<file path="config.mk">
export PLATFORM = sky130hd
export DESIGN_NAME = wb_arb2
export DESIGN_NICKNAME = d
export VERILOG_FILES = /design/src/rtl/wb_arb2.sv
export SDC_FILE = /design/constraint.sdc
export NUM_CORES = 1
export LEC_CHECK = 0
export ABC_AREA = 1
export BUFFER_PORTS_ARGS = -buffer_cell sky130_fd_sc_hd__clkbuf_2
export CORE_MARGIN = 2
export CORE_UTILIZATION = 35
export DETAILED_ROUTE_END_ITERATION = 6
export GPL_TIMING_DRIVEN = 0
export HOLD_SLACK_MARGIN = 0.08
export PLACE_DENSITY = 0.67
export SLEW_MARGIN = 10
export SYNTH_ARGS = -nofsm -noshare
export SYNTH_HDL_FRONTEND = slang
export SYNTH_SLANG_ARGS = --single-unit
</file>
<file path="constraint.sdc">
create_clock -name clk -period 3.5 [get_ports clk]
set_input_delay 0 -clock clk [delete_from_list [all_inputs] [get_ports clk]]
set_output_delay 0 -clock clk [all_outputs]
set_load 0.02 [all_outputs]
</file>
<file path="src/rtl/wb_arb2.sv">
// wb_arb2: two-master Wishbone pipelined arbiter in front of one shared slave.
// Requests are mX.cyc. A grant is held while transfers are outstanding. A master that
// drops cyc with transfers still pending aborts them, and their late acks are discarded.
// max_outstanding bounds the number of accepted but unacknowledged strobes.
// max_burst forces re-arbitration when the other master is waiting.
// Optional feature: define WB_ARB_RR_EN to break IDLE ties round robin against the
// last-grant register. Without it, m0 always wins ties.
module wb_arb2 #(
   parameter int unsigned max_outstanding = 4,
   parameter int unsigned max_burst       = 16
) (
   input  logic        clk,
   input  logic        rst_n,
   // requester 0
   input  logic [15:0] m0_adr_i,
   input  logic [15:0] m0_dat_i,
   input  logic        m0_cyc_i,
   input  logic        m0_stb_i,
   input  logic        m0_we_i,
   output logic [15:0] m0_dat_o,
   output logic        m0_ack_o,
   output logic        m0_stall_o,
   // requester 1
   input  logic [15:0] m1_adr_i,
   input  logic [15:0] m1_dat_i,
   input  logic        m1_cyc_i,
   input  logic        m1_stb_i,
   input  logic        m1_we_i,
   output logic [15:0] m1_dat_o,
   output logic        m1_ack_o,
   output logic        m1_stall_o,
   // shared slave
   output logic [15:0] s_adr_o,
   output logic [15:0] s_dat_o,
   output logic        s_cyc_o,
   output logic        s_stb_o,
   output logic        s_we_o,
   input  logic [15:0] s_dat_i,
   input  logic        s_ack_i,
   input  logic        s_stall_i
);

   localparam logic [3:0]  MaxOut   = 4'(max_outstanding);
   localparam logic [15:0] MaxBurst = 16'(max_burst);

   typedef enum logic [1:0] {StIdle, StGnt0, StGnt1} state_e;

   state_e      state_q, state_d;
   logic [3:0]  out_q, out_d;
   logic [15:0] burst_q, burst_d;
   logic        last_q, last_d;   // 0: m0 granted last, 1: m1 granted last

   logic        gnt_any, sel_cyc, sel_stb, sel_we, oth_cyc;
   logic [15:0] sel_adr, sel_dat;
   logic        burst_hold, hold, abort, accept, ack_ok, pick1;

   // Select the granted master's request and derive hold/abort/accept/ack qualifiers.
   always_comb begin
      gnt_any = (state_q != StIdle);
      if (state_q == StGnt1) begin
         sel_cyc = m1_cyc_i;
         sel_stb = m1_stb_i;
         sel_we  = m1_we_i;
         sel_adr = m1_adr_i;
         sel_dat = m1_dat_i;
         oth_cyc = m0_cyc_i;
      end else begin
         sel_cyc = m0_cyc_i;
         sel_stb = m0_stb_i;
         sel_we  = m0_we_i;
         sel_adr = m0_adr_i;
         sel_dat = m0_dat_i;
         oth_cyc = m1_cyc_i;
      end
      burst_hold = (max_burst != 0) && gnt_any && oth_cyc && (burst_q >= MaxBurst);
      hold       = (out_q == MaxOut) || burst_hold;
      abort      = gnt_any && !sel_cyc && (out_q != 4'd0);
      // acks with nothing outstanding (e.g. after an abort or reset) are swallowed
      ack_ok     = gnt_any && sel_cyc && s_ack_i && (out_q != 4'd0);
   end

   // Drive the slave from the granted master; everything idle when no grant.
   always_comb begin
      s_cyc_o    = gnt_any && sel_cyc;
      s_stb_o    = gnt_any && sel_cyc && sel_stb && !hold;
      s_we_o     = gnt_any && sel_we;
      s_adr_o    = gnt_any ? sel_adr : 16'h0000;
      s_dat_o    = gnt_any ? sel_dat : 16'h0000;
      accept     = s_cyc_o && s_stb_o && !s_stall_i;
      m0_dat_o   = s_dat_i;
      m1_dat_o   = s_dat_i;
      m0_ack_o   = ack_ok && (state_q == StGnt0);
      m1_ack_o   = ack_ok && (state_q == StGnt1);
      m0_stall_o = (state_q == StGnt0) ? (s_stall_i || hold) : 1'b1;
      m1_stall_o = (state_q == StGnt1) ? (s_stall_i || hold) : 1'b1;
   end

   // Next-state: arbitration in IDLE, outstanding/burst bookkeeping and release in GNTx.
   always_comb begin
      state_d = state_q;
      out_d   = out_q;
      burst_d = burst_q;
      last_d  = last_q;
      pick1   = 1'b0;
      unique case (state_q)
         StIdle: begin
            out_d   = 4'd0;
            burst_d = 16'h0000;
            if (m0_cyc_i && m1_cyc_i) begin
`ifdef WB_ARB_RR_EN
               pick1 = !last_q;
`else
               pick1 = 1'b0;
`endif
            end else begin
               pick1 = m1_cyc_i;
            end
            if (m0_cyc_i || m1_cyc_i) begin
               state_d = pick1 ? StGnt1 : StGnt0;
               last_d  = pick1;
            end
         end
         StGnt0, StGnt1: begin
            if (abort) begin
               state_d = StIdle;
               out_d   = 4'd0;
            end else begin
               if (accept && !ack_ok) begin
                  out_d = out_q + 4'd1;
               end else if (!accept && ack_ok) begin
                  out_d = out_q - 4'd1;
               end
               if (accept && (burst_q != 16'hFFFF)) begin
                  burst_d = burst_q + 16'd1;
               end
               // grant changes only with nothing in flight
               if ((out_q == 4'd0) && (!sel_cyc || burst_hold)) begin
                  state_d = StIdle;
               end
            end
         end
         default: state_d = StIdle;
      endcase
   end

   // State registers; reset leaves last-grant on m1 so an RR tie first favours m0.
   always_ff @(posedge clk or negedge rst_n) begin
      if (!rst_n) begin
         state_q <= StIdle;
         out_q   <= 4'd0;
         burst_q <= 16'h0000;
         last_q  <= 1'b1;
      end else begin
         state_q <= state_d;
         out_q   <= out_d;
         burst_q <= burst_d;
         last_q  <= last_d;
      end
   end

endmodule

</file>
=== Word level (Yosys, flattened, before mapping) ===
Index checks and enable logic that the tools add are counted.

* Bits in registers: 22
* Latch bits: 0
* RAM bits: 0
* Bits in read-only memories: 0
* Bits of input ports: 90
* Logic and storage cells: 77
* Memories kept: 0

* Add/sub/neg operators: 3
* $mul: 0
* Divide/modulo/power cells: 0
* Order comparisons: 1
* Eq/ne operators: 9
* Shift-type cells: 0
* Muxes and demuxes: 24
* Bitwise operators: 0
* Reductions and logical operators: 37

{| class="wikitable"
|+ Operator list
! cell !! count
|-
| 2-to-1 mux 16 bit || 6
|-
| one-hot mux 16 bit (2 select lines) || 1
|-
| logical AND 1 bit || 19
|-
| adder 16 x 1 -> 16 bit (second input constant) || 1
|-
| >= comparator 16 x 5 -> 1 bit (second input constant) || 1
|-
| != test 16 bit (second input constant) || 1
|-
| 2-to-1 mux 4 bit || 3
|-
| 2-to-1 mux 1 bit || 8
|-
| 2-to-1 mux 2 bit || 4
|-
| one-hot mux 4 bit (2 select lines) || 1
|-
| != test 2 bit (second input constant) || 3
|-
| logical NOT 1 bit || 5
|-
| adder 4 x 1 -> 4 bit (second input constant) || 1
|-
| == test 4 x 3 -> 1 bit (second input constant) || 1
|-
| logical NOT 4 bit || 1
|-
| logical OR 1 bit || 4
|-
| != test 4 bit (second input constant) || 1
|-
| one-hot mux 2 bit (2 select lines) || 1
|-
| AND reduction 2 bit || 2
|-
| nonzero test 2 bit || 2
|-
| nonzero test 4 bit || 1
|-
| subtractor 4 x 1 -> 4 bit (second input constant) || 1
|-
| != test 3 bit (second input constant) || 1
|-
| AND reduction 3 bit || 1
|-
| 4 further kinds || 4
|}

=== Depth between registers and ports, before layout ===
* Depth in word-level cells: 15
* Gate-level depth with buffers: 18

=== Worst setup path before layout ===
No wires, ideal clock.

* Path kind: flip-flop to flip-flop
* Start point: reg state_q[0]
* End point: reg out_q[3]
* Setup time: 0.118 ns
* Arrival time: 2.342 ns
* Path slack: 1.040 ns
* Cell stages (with the launch flop): 17
* Path buffers: 0
* Period minus slack after synthesis: 2.460 ns
* Cell sequence: dfrtp_1 -> inv_1 -> ha_1 -> o21ai_1 -> nand2_2 -> inv_1 -> nand3_1 -> nand4_1 -> ha_1 -> a21oi_1 -> nand3_1 -> nand2_1 -> inv_1 -> nand2_1 -> nand2_1 -> nand4_1 -> nand2_1

* Elaborated cells between the ends (all ways): 32

{| class="wikitable"
|+ RTL lines
! what !! RTL line !! text
|-
| start, declared || 48 || <nowiki>state_e state_q, state_d;</nowiki>
|-
| start signal, assigned || 149 || <nowiki>state_q <= StIdle;</nowiki>
|-
| start signal, assigned || 154 || <nowiki>state_q <= state_d;</nowiki>
|-
| == test 2 bit || 60 || <nowiki>if (state_q == StGnt1) begin</nowiki>
|-
| 2-to-1 mux 1 bit || 60 ||
|-
| logical AND 1 bit (*) || 84 || <nowiki>s_cyc_o = gnt_any && sel_cyc;</nowiki>
|-
| named net s_cyc_o || 35 || <nowiki>output logic s_cyc_o,</nowiki>
|-
| logical AND 1 bit (2 in series) || 85 || <nowiki>s_stb_o = gnt_any && sel_cyc && sel_stb && !hold;</nowiki>
|-
| logical AND 1 bit (2 in series) || 89 || <nowiki>accept = s_cyc_o && s_stb_o && !s_stall_i;</nowiki>
|-
| logical AND 1 bit or logical NOT 1 bit (tied branches) || 128, 130 ||
|-
| 2-to-1 mux 4 bit or logical AND 1 bit (tied branches) || 128, 130 ||
|-
| 2-to-1 mux 4 bit or != test 4 bit (tied branches) || - ||
|-
| one-hot mux 4 bit (2 select lines) or AND reduction 2 bit (tied branches) || - ||
|-
| end signal, assigned || 155 || <nowiki>out_q <= out_d;</nowiki>
|-
| end, declared || 49 || <nowiki>logic [3:0] out_q, out_d;</nowiki>
|}

The timed path passes the listed nets; every way through them passes the cells marked *.
A chain may end at the register's enable or synchronous reset.

=== Final worst setup path ===
* Start point: reg state_q[0]
* End point: reg out_q[3]

* Longest elaborated chain between the ends: 13
* Elaborated cells between the ends (all ways): 32

{| class="wikitable"
|+ Ends and longest elaborated chain
! what !! RTL line !! text
|-
| == test 2 bit || 60, 105 ||
|-
| 2-to-1 mux 1 bit || 60 ||
|-
| logical AND 1 bit (2 in series) || 75 || <nowiki>burst_hold = (max_burst != 0) && gnt_any && oth_cyc && (burst_q >= MaxBurst);</nowiki>
|-
| logical OR 1 bit || 76 || <nowiki>hold = (out_q == MaxOut) || burst_hold;</nowiki>
|-
| logical NOT 1 bit || 85 ||
|-
| logical AND 1 bit || 85 ||
|-
| logical AND 1 bit (2 in series) || 89 ||
|-
| logical AND 1 bit or logical NOT 1 bit (tied branches) || 128, 130 ||
|-
| 2-to-1 mux 4 bit or logical AND 1 bit (tied branches) || 128, 130 ||
|-
| 2-to-1 mux 4 bit or != test 4 bit (tied branches) || - ||
|-
| one-hot mux 4 bit (2 select lines) or AND reduction 2 bit (tied branches) || - ||
|}

Several ways; a longest one is shown, not always the timed one.

==> flow_summary.yaml <==
outcome:
  outcome: "completed"
timing:
  fmaxAchievable_ghz: 0.372
  fin_crit_sh_pct: 76.8
  final.setup.tns_ns: 0
  worst_slack_ns: 0.811
  slew_violations: 0
  worst_pin_slew_ns: 0.545
  finalHoldViolCount: 0
  max-slew-margin-rel_pct: 63.6
  skew_ns: 0.00610
  setup_violations: 0
  layout_min_cycle_time_ns: 2.69
  grt_setup_unrepaired: "false"
detailed_routing:
  via_per_inst: 4.74
  drcViolationCount: 0
  wirelength_mm: 7.64
  dr.pass1.iters: 4
  drtIter0Drc: 81
  postRouteAntennaNets: 0
  wl_per_cell_um: 12.4
  vias: 2919
synthesis:
  yosys.area_share.simple_pct: 38.3
  syn-cell-area_um2: 2440
  synth_top_family_by_area: "simple AND/OR/NAND/NOR gates"
  synth_area_leaders: "dfrtp_1 (23%), nor2_1 (13%), nand2_1 (11%), buf_4 (9.8%), o21ai_0 (7.8%)"
  yosysTopAreaCellShare_pct: 22.5
  synth.mux.area_fraction_pct: 0
  avgSynthCellArea_um2: 6.34
  postSynthNetCount: 484
  synth_warnings: 0
  synth_top_cell_by_area: "dfrtp_1"
  synth_xor_area_share_pct: 5.02
  synth_compound_area_share_pct: 10.0
  ys_ff_latch: 22
  synthAdderAreaFrac_pct: 4.92
  syn_inst: 385
  yosys.cell_types.count: 31
  yosysSeqAreaShare_pct: 22.5
floorplan:
  core_um2: 6760
  io_pins: 161
  die_height_um: 87.5
  initial_utilization_pct: 36.1
  rows: 30
  die-area_um2: 7660
  dieWidth_um: 87.5
grt:
  grt_util_all_layers_pct: 19.1
  grt_start_max_net_pins: 23
  grt_pass1_vias: 2632
  grt_pass1_wl_mm: 12.0
  grt_overflow: 0
  antenna_found_initial: 0
clock_tree:
  path_clk_slew_ns: 0.08
  cts_root_buf: "clkbuf_8"
  clock_latency_ns: 0.26
  clkSinkCount: 22
  tritoncts: "done"
  cts_made_buffers: 3
  clk_path_buf_depth: 2
  h-tree-depth: 1
  cts_setup_buffers: 0
setup_path:
  startpoint_type: "flop"
  end_kind: "flop"
  worstPathMaxFanout: 4
  required_ns: 3.71
  crit_arrival_ns: 2.90
  crit_type: "flop to flop"
final_layout:
  antenna_cells: 0
  drive_gt1_share_pct: 36.4
  stdcell_count: 616
  finalCoreUtilization_pct: 49.5
  area_growth_pct: 36.9
  nets: 637
placed_design:
  io_buffers: 144
  gp_congestion: 0.960
  dp_hpwl_mm: 6.40
  dp_cells: 609
  pre_cts_ws_ns: 0.820
power_and_ir_drop:
  power_per_cell_area_nw_per_um2: 581
  p_leak_uw: 0.00200
  worst_ir_drop_vdd_mv: 0.241
min_path:
  hold_path_class: "primary input to output pin"
run:
  drv_cap: 0
-- cell usage after synthesis --
master,count
a21boi_2,1
clkbuf_1,9
a21oi_1,6
nand3b_1,1
dfrtp_1,22
xnor2_1,3
nand2_4,1
nor2_2,1
o21ai_0,38
nand2_2,1
nand3_2,1
nor3_4,1
nand2_1,72
xor2_1,11
nand4_1,20
nand4_4,1
o21ai_1,1
buf_6,3
buf_4,32
ha_1,8
nor2_1,84
inv_1,37
nor4_4,1
nor4_1,2
buf_2,3
clkinv_1,2
fa_1,1
nor2_4,1
nor3_1,6
o21ai_2,1
nand3_1,14
-- power breakdown --
group | total, uW | internal, uW | switching (uW)
Sequential | 310 | 284 | 26.7
Clock | 158 | 76.9 | 81.3
Combinational | 1480 | 483 | 993
Total | 1940 | 843 | 1100
-- per-stage QoR --
stage	cell area, um^2	hold WS (ns)	total power, uW
2_1_floorplan	2440	-0.296	1330
5_1_grt	3340	0.228	2110
4_1_cts	3340	0.225	1960
3_3_place_gp	3260	0.0104	1760
6_report	3340	0.224	1940
3_5_place_dp	3260	0.00992	1780
-- worst max-delay path, cell delays in order (launching register included) --
cell     delay (ns)
dfrtp_1        0.40
inv_1          0.08
ha_1           0.25
o21ai_1        0.27
nand2_2        0.13
inv_1          0.10
nand3_1        0.19
nand4_1        0.25
ha_1           0.30
a21oi_1        0.19
nand2_1        0.07
nand2_1        0.05
nand2_1        0.06
inv_1          0.05
nand2_1        0.04
nand2_1        0.07
nand4_1        0.07
nand2_1        0.07
-- cell usage in the layout, fill, tap and decap left out, drive strengths merged, types with 6 or more instances in the layout --
cell type / instances
nand3: 15
ha: 8
nor3: 7
buf: 38
dfrtp: 22
inv: 37
nand4: 21
nand2: 74
xor2: 11
nor2: 86
o21ai: 40
a21oi: 6
clkbuf: 156
-- flip-flops by register name (all words and copies together) (netlist names) --
register and count:
state_q 2, burst_q 16, out_q 4
-- final cells by class --
class	instances	area, um^2
sequential	22	551
buffer	47	323
inverter	39	146
timing repair buffer	148	761
multi-input combinational	277	1420
clock buffer	3	41.3
tap	80	100
fill	728	3410
-- layer usage --
metal	share of wire, %	wire [um]	track usage, %	vias up
met3	6.6	506	3.96	9
met4	0.94	72	3.78	0
met2	49	3770	34.0	94
met5	0	0	0	-
met1	43	3300	23.9	1320
li1	-	-	-	1496
-- final timing paths --
check | start | end | slack, ns | cells after the start
worst min register to register | burst_q[4]$_DFFE_PN0P_ | burst_q[4]$_DFFE_PN0P_ | 0.52 | 2
max in group asynchronous | rst_n | burst_q[11]$_DFFE_PN0P_ | 2.90 | 2
worst min-delay path | s_dat_i[2] | m0_dat_o[2] | 0.22 | 2
worst max-delay path | state_q[0]$_DFFE_PN0P_ | out_q[3]$_DFFE_PN0P_ | 0.81 | 17
worst max register to register | state_q[0]$_DFFE_PN0P_ | out_q[3]$_DFFE_PN0P_ | 0.81 | 17
min in group asynchronous | rst_n | burst_q[15]$_DFFE_PN0P_ | 0.24 | 2
-- kinds of logic (layout without fill, tap and decap cells) --
logic type | Yosys count | in the layout
fa+ha+maj | 9 | 9
compound gates | 47 | 47
xor+xnor | 14 | 14
simple gates | 207 | 207
buf+inv | 86 | 237
flops | 22 | 22
-- repair_timing --
action,in CTS,in global routing
gates resized for setup,0,0
hold buffers,4,0
endpoints found under the hold margin,24,0
Note: power is estimated with default switching activity, not from simulation.
